### config.mk
export PLATFORM = sky130hd
export DESIGN_NAME = instr_mem_axi_rd_slave
export DESIGN_NICKNAME = d
export VERILOG_FILES = /design/src/rtl/instr_mem_axi_rd_slave_pkg.sv /design/src/rtl/instr_mem_axi_rd_slave_fifo.sv /design/src/rtl/instr_mem_axi_rd_slave.sv
export SDC_FILE = /design/constraint.sdc
export NUM_CORES = 1
export LEC_CHECK = 0
export ABC_AREA = 1
export BUFFER_PORTS_ARGS = -buffer_cell sky130_fd_sc_hd__buf_2
export CORE_MARGIN = 2
export CORE_UTILIZATION = 30
export CTS_CLUSTER_SIZE = 12
export DETAILED_ROUTE_END_ITERATION = 7
export SLEW_MARGIN = 20
export SYNTH_ARGS = -nofsm -noshare
export SYNTH_HDL_FRONTEND = slang
export SYNTH_SLANG_ARGS = --single-unit
### constraint.sdc
create_clock -name clk -period 15.96 [get_ports clk]
set_input_delay 1.596 -clock clk [delete_from_list [all_inputs] [get_ports clk]]
set_output_delay 1.596 -clock clk [all_outputs]
set_load 0.05 [all_outputs]
### src/rtl/instr_mem_axi_rd_slave_pkg.sv
// Shared types and codes for the instruction memory AXI read slave.
// Response, burst and beat-size encodings plus FSM state.
package instr_mem_axi_rd_slave_pkg;

  localparam logic [1:0] RESP_OKAY   = 2'b00;
  localparam logic [1:0] RESP_SLVERR = 2'b10;
  localparam logic [1:0] RESP_DECERR = 2'b11;

  localparam logic [1:0] BURST_FIXED = 2'b00;
  localparam logic [1:0] BURST_INCR  = 2'b01;
  localparam logic [1:0] BURST_WRAP  = 2'b10;

  localparam logic [2:0] SIZE_16B = 3'b100;

  typedef enum logic {
    S_IDLE,
    S_BURST
  } state_t;

  typedef struct packed {
    logic [3:0]   id;
    logic [127:0] data;
    logic [1:0]   resp;
    logic         last;
  } r_beat_t;

  localparam int R_W = $bits(r_beat_t);

endpackage

### src/rtl/instr_mem_axi_rd_slave_fifo.sv
// Two-entry R channel FIFO sitting between the RAM
// return path and the AXI R outputs.
module rd_skid_fifo
  import instr_mem_axi_rd_slave_pkg::*;
(
  input  logic           clk,
  input  logic           rst,
  input  logic           push,
  input  logic [R_W-1:0] din,
  input  logic           pop,
  output logic [R_W-1:0] dout,
  output logic           full,
  output logic           empty
);

  logic [R_W-1:0] mem0;
  logic [R_W-1:0] mem1;
  logic           wp;
  logic           rp;
  logic [1:0]     cnt;

  always_ff @(posedge clk or posedge rst) begin
    if (rst) begin
      mem0 <= '0;
      mem1 <= '0;
      wp   <= 1'b0;
      rp   <= 1'b0;
      cnt  <= 2'd0;
    end else begin
      if (push) begin
        if (wp) mem1 <= din;
        else    mem0 <= din;
        wp <= ~wp;
      end
      if (pop) rp <= ~rp;
      cnt <= cnt + {1'b0, push} - {1'b0, pop};
    end
  end

  assign dout  = rp ? mem1 : mem0;
  assign full  = (cnt == 2'd2);
  assign empty = (cnt == 2'd0);

endmodule

### src/rtl/instr_mem_axi_rd_slave.sv
// AXI4 read-only slave in front of a 128-bit synchronous
// instruction RAM with one-cycle read latency.
module instr_mem_axi_rd_slave
  import instr_mem_axi_rd_slave_pkg::*;
#(
  parameter logic [31:0] C_BASE_ADDR = 32'h0000_0000,
  parameter int          C_MEM_AW    = 12
) (
  input  logic                clk,
  input  logic                rst,
  input  logic [3:0]          s_axi_arid,
  input  logic [31:0]         s_axi_araddr,
  input  logic [7:0]          s_axi_arlen,
  input  logic [2:0]          s_axi_arsize,
  input  logic [1:0]          s_axi_arburst,
  input  logic [0:0]          s_axi_arlock,
  input  logic [3:0]          s_axi_arcache,
  input  logic [2:0]          s_axi_arprot,
  input  logic [3:0]          s_axi_arqos,
  input  logic                s_axi_arvalid,
  output logic                s_axi_arready,
  output logic [3:0]          s_axi_rid,
  output logic [127:0]        s_axi_rdata,
  output logic [1:0]          s_axi_rresp,
  output logic                s_axi_rlast,
  output logic                s_axi_rvalid,
  input  logic                s_axi_rready,
  output logic                mem_en,
  output logic [C_MEM_AW-1:0] mem_addr,
  input  logic [127:0]        mem_rdata
);

  localparam logic [28:0] WORD_LIM = 29'(1) << C_MEM_AW;

  state_t      state;
  logic [3:0]  b_id;
  logic [28:0] b_waddr;
  logic [8:0]  b_left;
  logic [1:0]  b_burst;
  logic        b_slverr;
  logic        b_below;

  logic        p_valid;
  logic [3:0]  p_id;
  logic [1:0]  p_resp;
  logic        p_last;

  logic [31:0] ar_off;
  logic        ar_hs;
  logic        pop;
  logic        issue;
  logic [1:0]  occ;
  logic [2:0]  occ_sum;
  logic [1:0]  beat_resp;
  logic        f_full;
  logic        f_empty;
  r_beat_t     f_in;
  r_beat_t     f_out;
  logic        unused;

  assign ar_off = s_axi_araddr - C_BASE_ADDR;
  assign ar_hs  = s_axi_arvalid & s_axi_arready;
  assign pop    = s_axi_rvalid & s_axi_rready;

  // Credit check keeps FIFO entries plus in-flight reads within 2
  assign occ     = f_full ? 2'd2 : (f_empty ? 2'd0 : 2'd1);
  assign occ_sum = {1'b0, occ} + {2'b0, p_valid} - {2'b0, pop};
  assign issue   = (state == S_BURST) && (b_left != 9'd0)
                && (occ_sum < 3'd2);

  always_comb begin
    beat_resp = RESP_OKAY;
    unique case (1'b1)
      b_slverr:                       beat_resp = RESP_SLVERR;
      b_below || b_waddr >= WORD_LIM: beat_resp = RESP_DECERR;
      default:                        beat_resp = RESP_OKAY;
    endcase
  end

  assign mem_en   = issue && (beat_resp == RESP_OKAY);
  assign mem_addr = b_waddr[C_MEM_AW-1:0];

  always_ff @(posedge clk or posedge rst) begin
    if (rst) begin
      state         <= S_IDLE;
      s_axi_arready <= 1'b0;
      b_id          <= '0;
      b_waddr       <= '0;
      b_left        <= '0;
      b_burst       <= '0;
      b_slverr      <= 1'b0;
      b_below       <= 1'b0;
      p_valid       <= 1'b0;
      p_id          <= '0;
      p_resp        <= '0;
      p_last        <= 1'b0;
    end else begin
      p_valid <= issue;
      if (issue) begin
        p_id   <= b_id;
        p_resp <= beat_resp;
        p_last <= (b_left == 9'd1);
      end
      unique case (state)
        S_IDLE: begin
          s_axi_arready <= 1'b1;
          if (ar_hs) begin
            state         <= S_BURST;
            s_axi_arready <= 1'b0;
            b_id          <= s_axi_arid;
            b_waddr       <= {1'b0, ar_off[31:4]};
            b_left        <= {1'b0, s_axi_arlen} + 9'd1;
            b_burst       <= s_axi_arburst;
            b_slverr      <= (s_axi_arsize != SIZE_16B)
                          || (s_axi_arburst == BURST_WRAP)
                          || (s_axi_arburst == 2'b11);
            b_below       <= (s_axi_araddr < C_BASE_ADDR);
          end
        end
        S_BURST: begin
          if (issue) begin
            b_left <= b_left - 9'd1;
            if (b_burst == BURST_INCR)
              b_waddr <= b_waddr + 29'd1;
          end
          if (pop && s_axi_rlast) begin
            state         <= S_IDLE;
            s_axi_arready <= 1'b1;
          end
        end
        default: state <= S_IDLE;
      endcase
    end
  end

  assign f_in.id   = p_id;
  assign f_in.data = (p_resp == RESP_OKAY) ? mem_rdata : 128'd0;
  assign f_in.resp = p_resp;
  assign f_in.last = p_last;

  rd_skid_fifo u_fifo (
    .clk   (clk),
    .rst   (rst),
    .push  (p_valid),
    .din   (f_in),
    .pop   (pop),
    .dout  (f_out),
    .full  (f_full),
    .empty (f_empty)
  );

  assign s_axi_rvalid = ~f_empty;
  assign s_axi_rid    = f_out.id;
  assign s_axi_rdata  = f_out.data;
  assign s_axi_rresp  = f_out.resp;
  assign s_axi_rlast  = f_out.last;

  assign unused = ^{s_axi_arlock, s_axi_arcache,
                    s_axi_arprot, s_axi_arqos, ar_off[3:0]};

endmodule

==> impl_metrics.json, run 1 <==
{
  "status": "complete, no violations",
  "setup-tns-final_ps": 0,
  "rsz0062_at_grt": "no",
  "die_y_um": 232,
  "p_leak_nw": 9.62,
  "ctsHoldBuffers": 0,
  "clock_sinks": 329,
  "firstDrtPassIters": 8,
  "yosys.area_share.simple_pct": 30.5,
  "fmax_ghz": 0.198,
  "cp-startpoint": "s_axi_rready",
  "clkPwrFrac_pct": 32.3,
  "seq_area_um2": 8240,
  "cts_max_path_buffers": 3,
  "antenna_found_initial": 5,
  "portBuffers": 326,
  "grt_pass1_wl_mm": 71.4,
  "tightest_slew_ps": 1010,
  "drive_gt1_share_pct": 18.9,
  "yosysSeqAreaShare_pct": 52.6,
  "path_cells": "buf_2, inv_1, nand2_1, a21oi_1, ha_1, inv_1, nand2_1, inv_1, nand3_4, nor3_1, buf_2",
  "num_rows": 83,
  "rrSetupSlack_ps": 12970,
  "core_area_um2": 51400,
  "syn-num-nets": 2273,
  "postCtsResizedCells": 0,
  "synth_top_family_by_area": "simple AND/OR/NAND/NOR gates",
  "synth_seq_cells": 329,
  "r2r-end": "u_fifo.mem1[70]$_DFFE_PP0P_",
  "yosysTopAreaCell": "dfrtp_1",
  "dp_hpwl_mm": 29.1,
  "numCtsBuffers": 40,
  "setup_violations": 0,
  "vias": 14400,
  "switching_share_pct": 40.9,
  "power.internal_mw": 1.68,
  "synth_fa_ha_area_share_pct": 0.560,
  "track_usage_pct": 16.4,
  "cts.clk_slew.worst_paths_ps": 50,
  "drtIter0Drc": 1109,
  "clkLatencyLatePin_ps": 540,
  "fin_skew_ps": 10.7,
  "detail-route-antenna-nets": 0,
  "slowest_stage": "nor3_1",
  "p_seq_share_pct": 35.1,
  "reg2regPathDepth": 4,
  "powerDensity_nw_per_um2": 150,
  "vias_per_cell": 4.74,
  "cts_setup_buffers": 0,
  "die_x_um": 232,
  "start_util_pct": 30.5,
  "die_area_um2": 54000,
  "max-vdd-ir-drop_v": 0.000138,
  "h-tree-depth": 2,
  "synthXorXnorAreaFrac_pct": 0.336,
  "globalplace.congestion": 0.860,
  "cp-start-kind": "input pin",
  "synthesis.area_um2": 15700,
  "drt-total-wl_mm": 45.3,
  "timing.final.crit_share_pct": 31.6,
  "ys_warn_count": 0,
  "final_area_um2": 19000,
  "root_buffer": "clkbuf_16",
  "cp_common_cell": "inv_1",
  "crit_required_ps": 14360,
  "avgSynthCellArea_um2": 7.55,
  "multi_input_area_um2": 6590,
  "cp-endpoint": "mem_en",
  "grt_pass1_vias": 13600,
  "hold_viol": 0,
  "crit_path_max_incr_delay_ps": 410,
  "drv_cap": 0,
  "mostFrequentLayoutCells": "1,039 x nand2_1, 328 x dfrtp_1, 326 x buf_2",
  "syn2layout_area_growth_pct": 21.4,
  "wl_per_cell_um": 15.0,
  "cts_tree": "built",
  "synth_cells": 2073,
  "crit_path_end_kind": "output port",
  "max_slew_margin_pct": 32.4,
  "p_sw_mw": 1.16,
  "layout_commonest_cell": "nand2_1",
  "cp_data_arrival_time_ps": 3440,
  "synth_area_leaders": "dfrtp_1 53%, nand2_1 25%, o21ai_0 9.0%",
  "placed_cell_area_um2": 17700,
  "grt.overflow.total": 0,
  "ioPinCount": 343,
  "reg2reg_from": "p_valid$_DFF_PP0_",
  "worst-path-max-fanout": 9,
  "drc": 0,
  "nets": 2524,
  "synth_top_area_share_pct": 52.6,
  "synth_compound_area_share_pct": 10.6,
  "fillers": 5377,
  "muxShareOfSynthArea_pct": 0,
  "synth.distinct_cells": 36,
  "power_mw": 2.84,
  "grt_max_degree": 192,
  "layout_min_cycle_time_ps": 5040,
  "drv_slew": 0,
  "worstSetupPathType": "input pin to output port",
  "min_path_type": "flip-flop to flip-flop",
  "p_comb_share_pct": 32.6
}
-- critical path, delay by kind of cell --
| kind | cells | cell delay, ps |
|---|---|---|
| adder cells (fa/ha/maj) | 1 | 240 |
| buffers and inverters | 5 | 730 |
| AND/OR/NAND/NOR | 4 | 720 |
| AO/OA/AOI/OAI | 1 | 160 |
-- cell type report --
type / instances / share of cell area, %
multi-input cells: 1548 / 34.7
clock inverters: 11 / 0.882
clock buffers: 55 / 6.10
flip-flops and latches: 329 / 43.3
well taps: 680 / 4.48
inverters: 67 / 1.38
diodes: 1 / 0.0132
repair buffers: 338 / 9.14
-- sequential cells by signal (all words and copies together), names as in the netlist, 4 cells and up --
| name | cells |
|---|---|
| b_id | 4 |
| b_waddr | 29 |
| u_fifo.mem0 | 135 |
| b_left | 9 |
| p_id | 4 |
| u_fifo.mem1 | 135 |
-- worst min path at each step --
| stage | start | end | depth (start not counted) |
|---|---|---|---|
| after floorplan | b_id[0]$_DFFE_PP0P_ | b_id[0]$_DFFE_PP0P_ | 2 |
| after global placement | b_id[2]$_DFFE_PP0P_ | b_id[2]$_DFFE_PP0P_ | 2 |
| after detailed placement | b_id[0]$_DFFE_PP0P_ | b_id[0]$_DFFE_PP0P_ | 2 |
| after CTS | b_id[1]$_DFFE_PP0P_ | b_id[1]$_DFFE_PP0P_ | 2 |
| after global routing | b_id[2]$_DFFE_PP0P_ | b_id[2]$_DFFE_PP0P_ | 2 |
| final | b_id[1]$_DFFE_PP0P_ | b_id[1]$_DFFE_PP0P_ | 2 |
-- power by group through the flow --
stage          Sequential (mW)  Combinational [mW]  Clock, mW
3_5_place_dp              1.01               0.935          0
5_1_grt                   1.01                1.03      0.983
4_1_cts                  0.996               0.938      0.950
3_3_place_gp              1.01               0.922          0
2_1_floorplan            0.987               0.720          0
6_report                 0.998               0.928      0.918
-- cell usage after synthesis --
library cell / count
nand2_1: 1040
dfrtp_1: 329
o21ai_0: 283
clkbuf_1: 67
nor2_1: 63
nand3_1: 62
inv_1: 59
buf_2: 36
o21ai_1: 25
buf_4: 14
or2_2: 14
buf_1: 10
nand4_1: 10
a21oi_1: 7
ha_1: 7
inv_2: 7
nand3_2: 6
nand2_2: 4
nor2_2: 4
xor2_1: 4
a22oi_1: 2
buf_6: 2
nor2_4: 2
nor3_1: 2
o21bai_1: 2
xnor2_1: 2
a21oi_2: 1
a31o_2: 1
a32oi_1: 1
clkinv_1: 1
nand2_4: 1
nand3_4: 1
o211ai_1: 1
o22ai_1: 1
o31ai_1: 1
or2_1: 1
-- metal layers --
| layer | wire length, µm | GRT usage, % |
|---|---|---|
| met1 | 20200 | 22.3 |
| met2 | 20300 | 26.5 |
| met3 | 3680 | 3.50 |
| met4 | 986 | 4.05 |
| met5 | 53 | 0 |
-- kinds of logic after synthesis --
| logic type | Yosys count |
|---|---|
| simple gates | 1210 |
| flops | 329 |
| compound gates | 325 |
| buf+inv | 196 |
| fa+ha+maj | 7 |
| xor+xnor | 6 |
-- through the flow --
stage	util [%]	instances	hold slack, ps	setup slack [ps]
3_5_place_dp	34.4	2962	459	10990
6_report	37.0	3029	470	10920
4_1_cts	37.0	3028	473	10980
5_1_grt	37.0	3029	490	10920
3_3_place_gp	34.4	2962	456	11020
2_1_floorplan	-	2073	442	5250
(Power assumes the default switching activity.)
==> inputs of run 2 (changes only) <==
Clock period 15.96 ns to 4.9 ns, I/O delays scaled along.
==> impl_metrics.json, run 2 (synthesis gave the netlist of run 1 again) <==
{
  "status": "complete, no violations",
  "num_rows": 83,
  "root_buffer": "clkbuf_16",
  "die_x_um": 232,
  "grt.overflow.total": 0,
  "timing.final.crit_share_pct": 71.6,
  "grt_pass1_vias": 13800,
  "powerDensity_nw_per_um2": 481,
  "drt-total-wl_mm": 45.2,
  "setup-tns-final_ps": 0,
  "clock_sinks": 329,
  "instances_no_fill": 3035,
  "cts.clk_slew.worst_paths_ps": 60,
  "dp_hpwl_mm": 29.3,
  "globalplace.congestion": 0.861,
  "syn2layout_area_growth_pct": 21.5,
  "worst-path-max-fanout": 61,
  "place_inst": 2963,
  "h-tree-depth": 2,
  "numCtsBuffers": 40,
  "drive_gt1_share_pct": 18.9,
  "max-vdd-ir-drop_v": 0.000334,
  "cp_num_buf_inv": 3,
  "slowest_stage": "dfrtp_4",
  "nets": 2526,
  "crit_family": "buffers and inverters",
  "p_leak_nw": 9.62,
  "ioPinCount": 343,
  "hold_viol": 0,
  "layout_commonest_cell": "nand2_1",
  "min_path_type": "input pin to flip-flop",
  "worstSetupPathType": "flip-flop to output port",
  "power_mw": 9.15,
  "die_y_um": 232,
  "crit_path_end_kind": "output port",
  "tightest_slew_ps": 1100,
  "die_area_um2": 54000,
  "grt_pass1_wl_mm": 72.6,
  "core_area_um2": 51400,
  "cp_common_cell": "nand2_1",
  "antenna_found_initial": 5,
  "drv_slew": 0,
  "cp-start-kind": "flip-flop",
  "layout_min_cycle_time_ps": 3510,
  "cp_data_arrival_time_ps": 3020,
  "rsz0062_at_grt": "no",
  "vias_per_cell": 4.69,
  "track_usage_pct": 16.6,
  "top_regs": "u_fifo.mem0: 135 flops, u_fifo.mem1: 135 flops, b_waddr: 29 flops",
  "mostFrequentLayoutCells": "1,039 x nand2_1, 328 x dfrtp_1, 326 x buf_2",
  "crit_required_ps": 4410,
  "crit_path_max_incr_delay_ps": 780,
  "fin_skew_ps": 20.2,
  "firstDrtPassIters": 5,
  "vias": 14200,
  "drc": 0,
  "start_util_pct": 30.5,
  "postCtsResizedCells": 0,
  "path_cells": "inv_4, buf_4, nand2_1, nand2_1, buf_2",
  "drtIter0Drc": 1302,
  "grt_max_degree": 199,
  "fmax_ghz": 0.285,
  "drv_cap": 0,
  "clkLatencyLatePin_ps": 560,
  "wl_per_cell_um": 14.9,
  "detail-route-antenna-nets": 0,
  "setup_violations": 0,
  "cts_tree": "built",
  "cts_max_path_buffers": 3,
  "max_slew_margin_pct": 26.8,
  "portBuffers": 326
}
-- run 2: cell types whose count changed in the layout (fill, tap and decap cells not counted) --
cell           delta
dlygate4sd3_1     +1
bufinv_16         -2
buf_6             -1
clkbuf_8          -1
clkinv_16         +1
clkinv_2          +4
clkbuf_16         -1
inv_8             -1
buf_12            +4
buf_4             -2
clkbuf_1          +4
-- run 2: routing by layer --
metal / vias to the layer above / global-route usage [%] / share of wire [%]
li1: 7028 / - / -
met1: 6722 / 22.7 / 45
met2: 422 / 26.5 / 46
met3: 64 / 3.60 / 7.8
met4: 10 / 4.49 / 1.9
met5: - / 0 / 0.15
-- run 2: tightest hold or removal path, stage by stage --
cell and delay (ps):
buf_2 80, nand2_1 50, nand2_1 50
-- run 2: per-stage QoR --
| step | hold slack (ps) | util [%] | cell area (µm²) | setup slack (ps) |
|---|---|---|---|---|
| 2_1_floorplan | 442 | - | 15700 | 17.3 |
| 3_3_place_gp | 455 | 34.5 | 17700 | 1910 |
| 3_5_place_dp | 459 | 34.5 | 17700 | 1920 |
| 4_1_cts | 115 | 37.0 | 19000 | 1300 |
| 5_1_grt | 139 | 37.0 | 19000 | 1190 |
| 6_report | 153 | 37.0 | 19000 | 1390 |
-- run 2: power by group --
group          switching [mW]  internal (mW)  leakage, nW
registers               0.363           2.99         4.48
clock network            1.16           1.72        0.631
logic                    2.25          0.658         4.52
-- run 2: final timing paths --
kind                                            start                           end  slack (ps)  cells after the start
worst max-delay path            u_fifo.rp$_DFFE_PP0P_               s_axi_rdata[63]        1390                      5
worst min-delay path                    s_axi_arid[0]           b_id[0]$_DFFE_PP0P_         150                      3
worst max register to register        state$_DFF_PP0_       b_waddr[24]$_DFFE_PP0P_        2300                      7
worst min register to register    b_id[0]$_DFFE_PP0P_           b_id[0]$_DFFE_PP0P_         470                      2
max in group asynchronous                         rst   u_fifo.mem0[54]$_DFFE_PP0P_        3000                      4
min in group asynchronous                         rst  u_fifo.mem0[132]$_DFFE_PP0P_         540                      3
-- run 2: area by class of cell --
class	instances	area, µm²
Timing Repair Buffer	340	1800
Multi-Input combinational cell	1548	6590
Clock buffer	57	1130
Antenna cell	1	2.50
Inverter	67	258
Clock inverter	13	150
Sequential cell	329	8240
Fill cell	5422	32400
Tap cell	680	851
-- run 2: repair_timing --
| action | CTS | global route |
|---|---|---|
| hold buffers | 1 | 0 |
| endpoints found under the setup margin | 0 | 0 |
| setup buffers | 0 | 0 |
| hold endpoints to repair | 20 | 0 |
==> inputs of run 3 (changes only) <==
Clock period 4.9 ns to 3.5 ns, I/O delays scaled along.
==> impl_metrics.json, run 3 (synthesis gave the netlist of run 1 again) <==
{
  "status": "complete, no violations",
  "placed_cell_area_um2": 17900,
  "min_path_type": "input pin to flip-flop",
  "layout_commonest_cell": "nand2_1",
  "detail-route-antenna-nets": 0,
  "postCtsResizedCells": 0,
  "mostFrequentLayoutCells": "1,039 x nand2_1, 328 x dfrtp_1, 326 x buf_2",
  "max_slew_margin_pct": 41.0,
  "drt-total-wl_mm": 45.7,
  "die_y_um": 232,
  "top_regs": "u_fifo.mem0: 135 flops, u_fifo.mem1: 135 flops, b_waddr: 29 flops",
  "track_usage_pct": 16.7,
  "final_area_um2": 19200,
  "die_x_um": 232,
  "h-tree-depth": 2,
  "drtIter0Drc": 1172,
  "start_util_pct": 30.5,
  "fin_skew_ps": 12.2,
  "ctsHoldBuffers": 2,
  "wl_met1_mm": 20.0,
  "seq_area_um2": 8240,
  "fillers": 5348,
  "worstSetupPathType": "flip-flop to output port",
  "grt.overflow.total": 0,
  "instances_no_fill": 3051,
  "setup_violations": 0,
  "drive_gt1_share_pct": 19.2,
  "globalplace.congestion": 0.865,
  "crit_path_end_kind": "output port",
  "cts_tree": "built",
  "ioPinCount": 343,
  "rsz0062_at_grt": "no",
  "p_leak_nw": 9.71,
  "fmax_ghz": 0.323,
  "root_buffer": "clkbuf_16",
  "worst-path-max-fanout": 9,
  "vias_per_cell": 4.74,
  "portBuffers": 326,
  "cp-start-kind": "flip-flop",
  "cts.clk_slew.worst_paths_ps": 60,
  "drv_cap": 0,
  "power_mw": 12.9,
  "setup-tns-final_ps": 0,
  "met2WireLength_mm": 20.9,
  "cp_data_arrival_time_ps": 2750,
  "cts_setup_buffers": 0,
  "hold_viol": 0,
  "die_area_um2": 54000,
  "topRoutingLayerUsed": "met5",
  "dp_hpwl_mm": 30.2,
  "antenna_found_initial": 8,
  "core_area_um2": 51400,
  "cts_max_path_buffers": 3,
  "firstDrtPassIters": 6,
  "max-vdd-ir-drop_v": 0.000492,
  "reg2reg_from": "state$_DFF_PP0_",
  "vias": 14500,
  "grt_pass1_wl_mm": 73.3,
  "layout_min_cycle_time_ps": 3100,
  "powerDensity_nw_per_um2": 671,
  "syn2layout_area_growth_pct": 22.7,
  "wl_met3_mm": 3.90,
  "multi_input_area_um2": 6590,
  "clock_sinks": 329,
  "numCtsBuffers": 38,
  "place_inst": 2975,
  "crit_required_ps": 3150,
  "grt_pass1_vias": 14100,
  "min_from": "s_axi_arid[0]",
  "tightest_slew_ps": 886,
  "nets": 2537,
  "grt_max_degree": 137,
  "clkLatencyLatePin_ps": 550,
  "num_rows": 83,
  "drv_slew": 0,
  "timing.final.crit_share_pct": 88.5,
  "drc": 0,
  "cp-startpoint": "u_fifo.cnt[1]$_DFF_PP0_",
  "wl_per_cell_um": 15.0
}
-- run 3: changes by cell type in the layout (fill, tap and decap cells not counted), sizes merged --
| cell | before | now |
|---|---|---|
| dlygate4sd3 | 1 | 2 |
| clkinvlp | 2 | 1 |
| bufinv | 2 | 0 |
| clkinv | 9 | 8 |
| buf | 339 | 351 |
| inv | 67 | 65 |
| diode | 1 | 7 |
| clkbuf | 57 | 60 |
-- run 3: layout make-up --
class | instances | share of cell area (%)
inverter | 67 | 1.34
tap | 680 | 4.43
multi-input combinational | 1548 | 34.3
clock inverter | 7 | 0.319
sequential | 329 | 42.9
clock buffer | 60 | 6.07
antenna | 7 | 0.0912
timing repair buffer | 353 | 10.6
-- run 3: per-stage QoR --
stage / hold WS, ps / util, % / setup slack (ps)
floorplan: 442 / - / -1240
global placement: 454 / 34.9 / 1040
detailed placement: 460 / 34.9 / 1050
CTS: 2.61 / 37.3 / 435
global route: 13.0 / 37.3 / 247
finish: 31.4 / 37.4 / 404
-- run 3: final timing paths --
check	end	slack, ps	cells past startpoint
hold reg to reg	b_burst[0]$_DFFE_PP0P_	470	2
hold / removal	b_id[0]$_DFFE_PP0P_	30	3
setup reg to reg	b_waddr[24]$_DFFE_PP0P_	1330	8
setup / recovery	mem_en	400	11
max in group asynchronous	u_fifo.mem1[23]$_DFFE_PP0P_	1910	4
min in group asynchronous	u_fifo.mem1[125]$_DFFE_PP0P_	450	3
-- run 3: critical path: stages (launching register included) --
cell and delay [ps]:
dfrtp_1 360, inv_1 80, nor2_1 130, nand2_1 100, a21oi_1 140, ha_1 240, inv_1 50, nand2_1 60
inv_1 130, nand3_4 150, nor3_1 420, buf_2 360
-- run 3: per-layer routing --
layer	vias to the layer above	track usage, %
met3	72	3.98
met2	492	27.4
li1	7065	-
met5	-	0
met4	8	4.79
met1	6817	22.0
-- run 3: power breakdown --
group	leakage, nW	switching (mW)	internal (mW)
sequential	4.48	0.380	4.18
clock	0.605	1.58	2.29
combinational	4.62	3.35	1.12
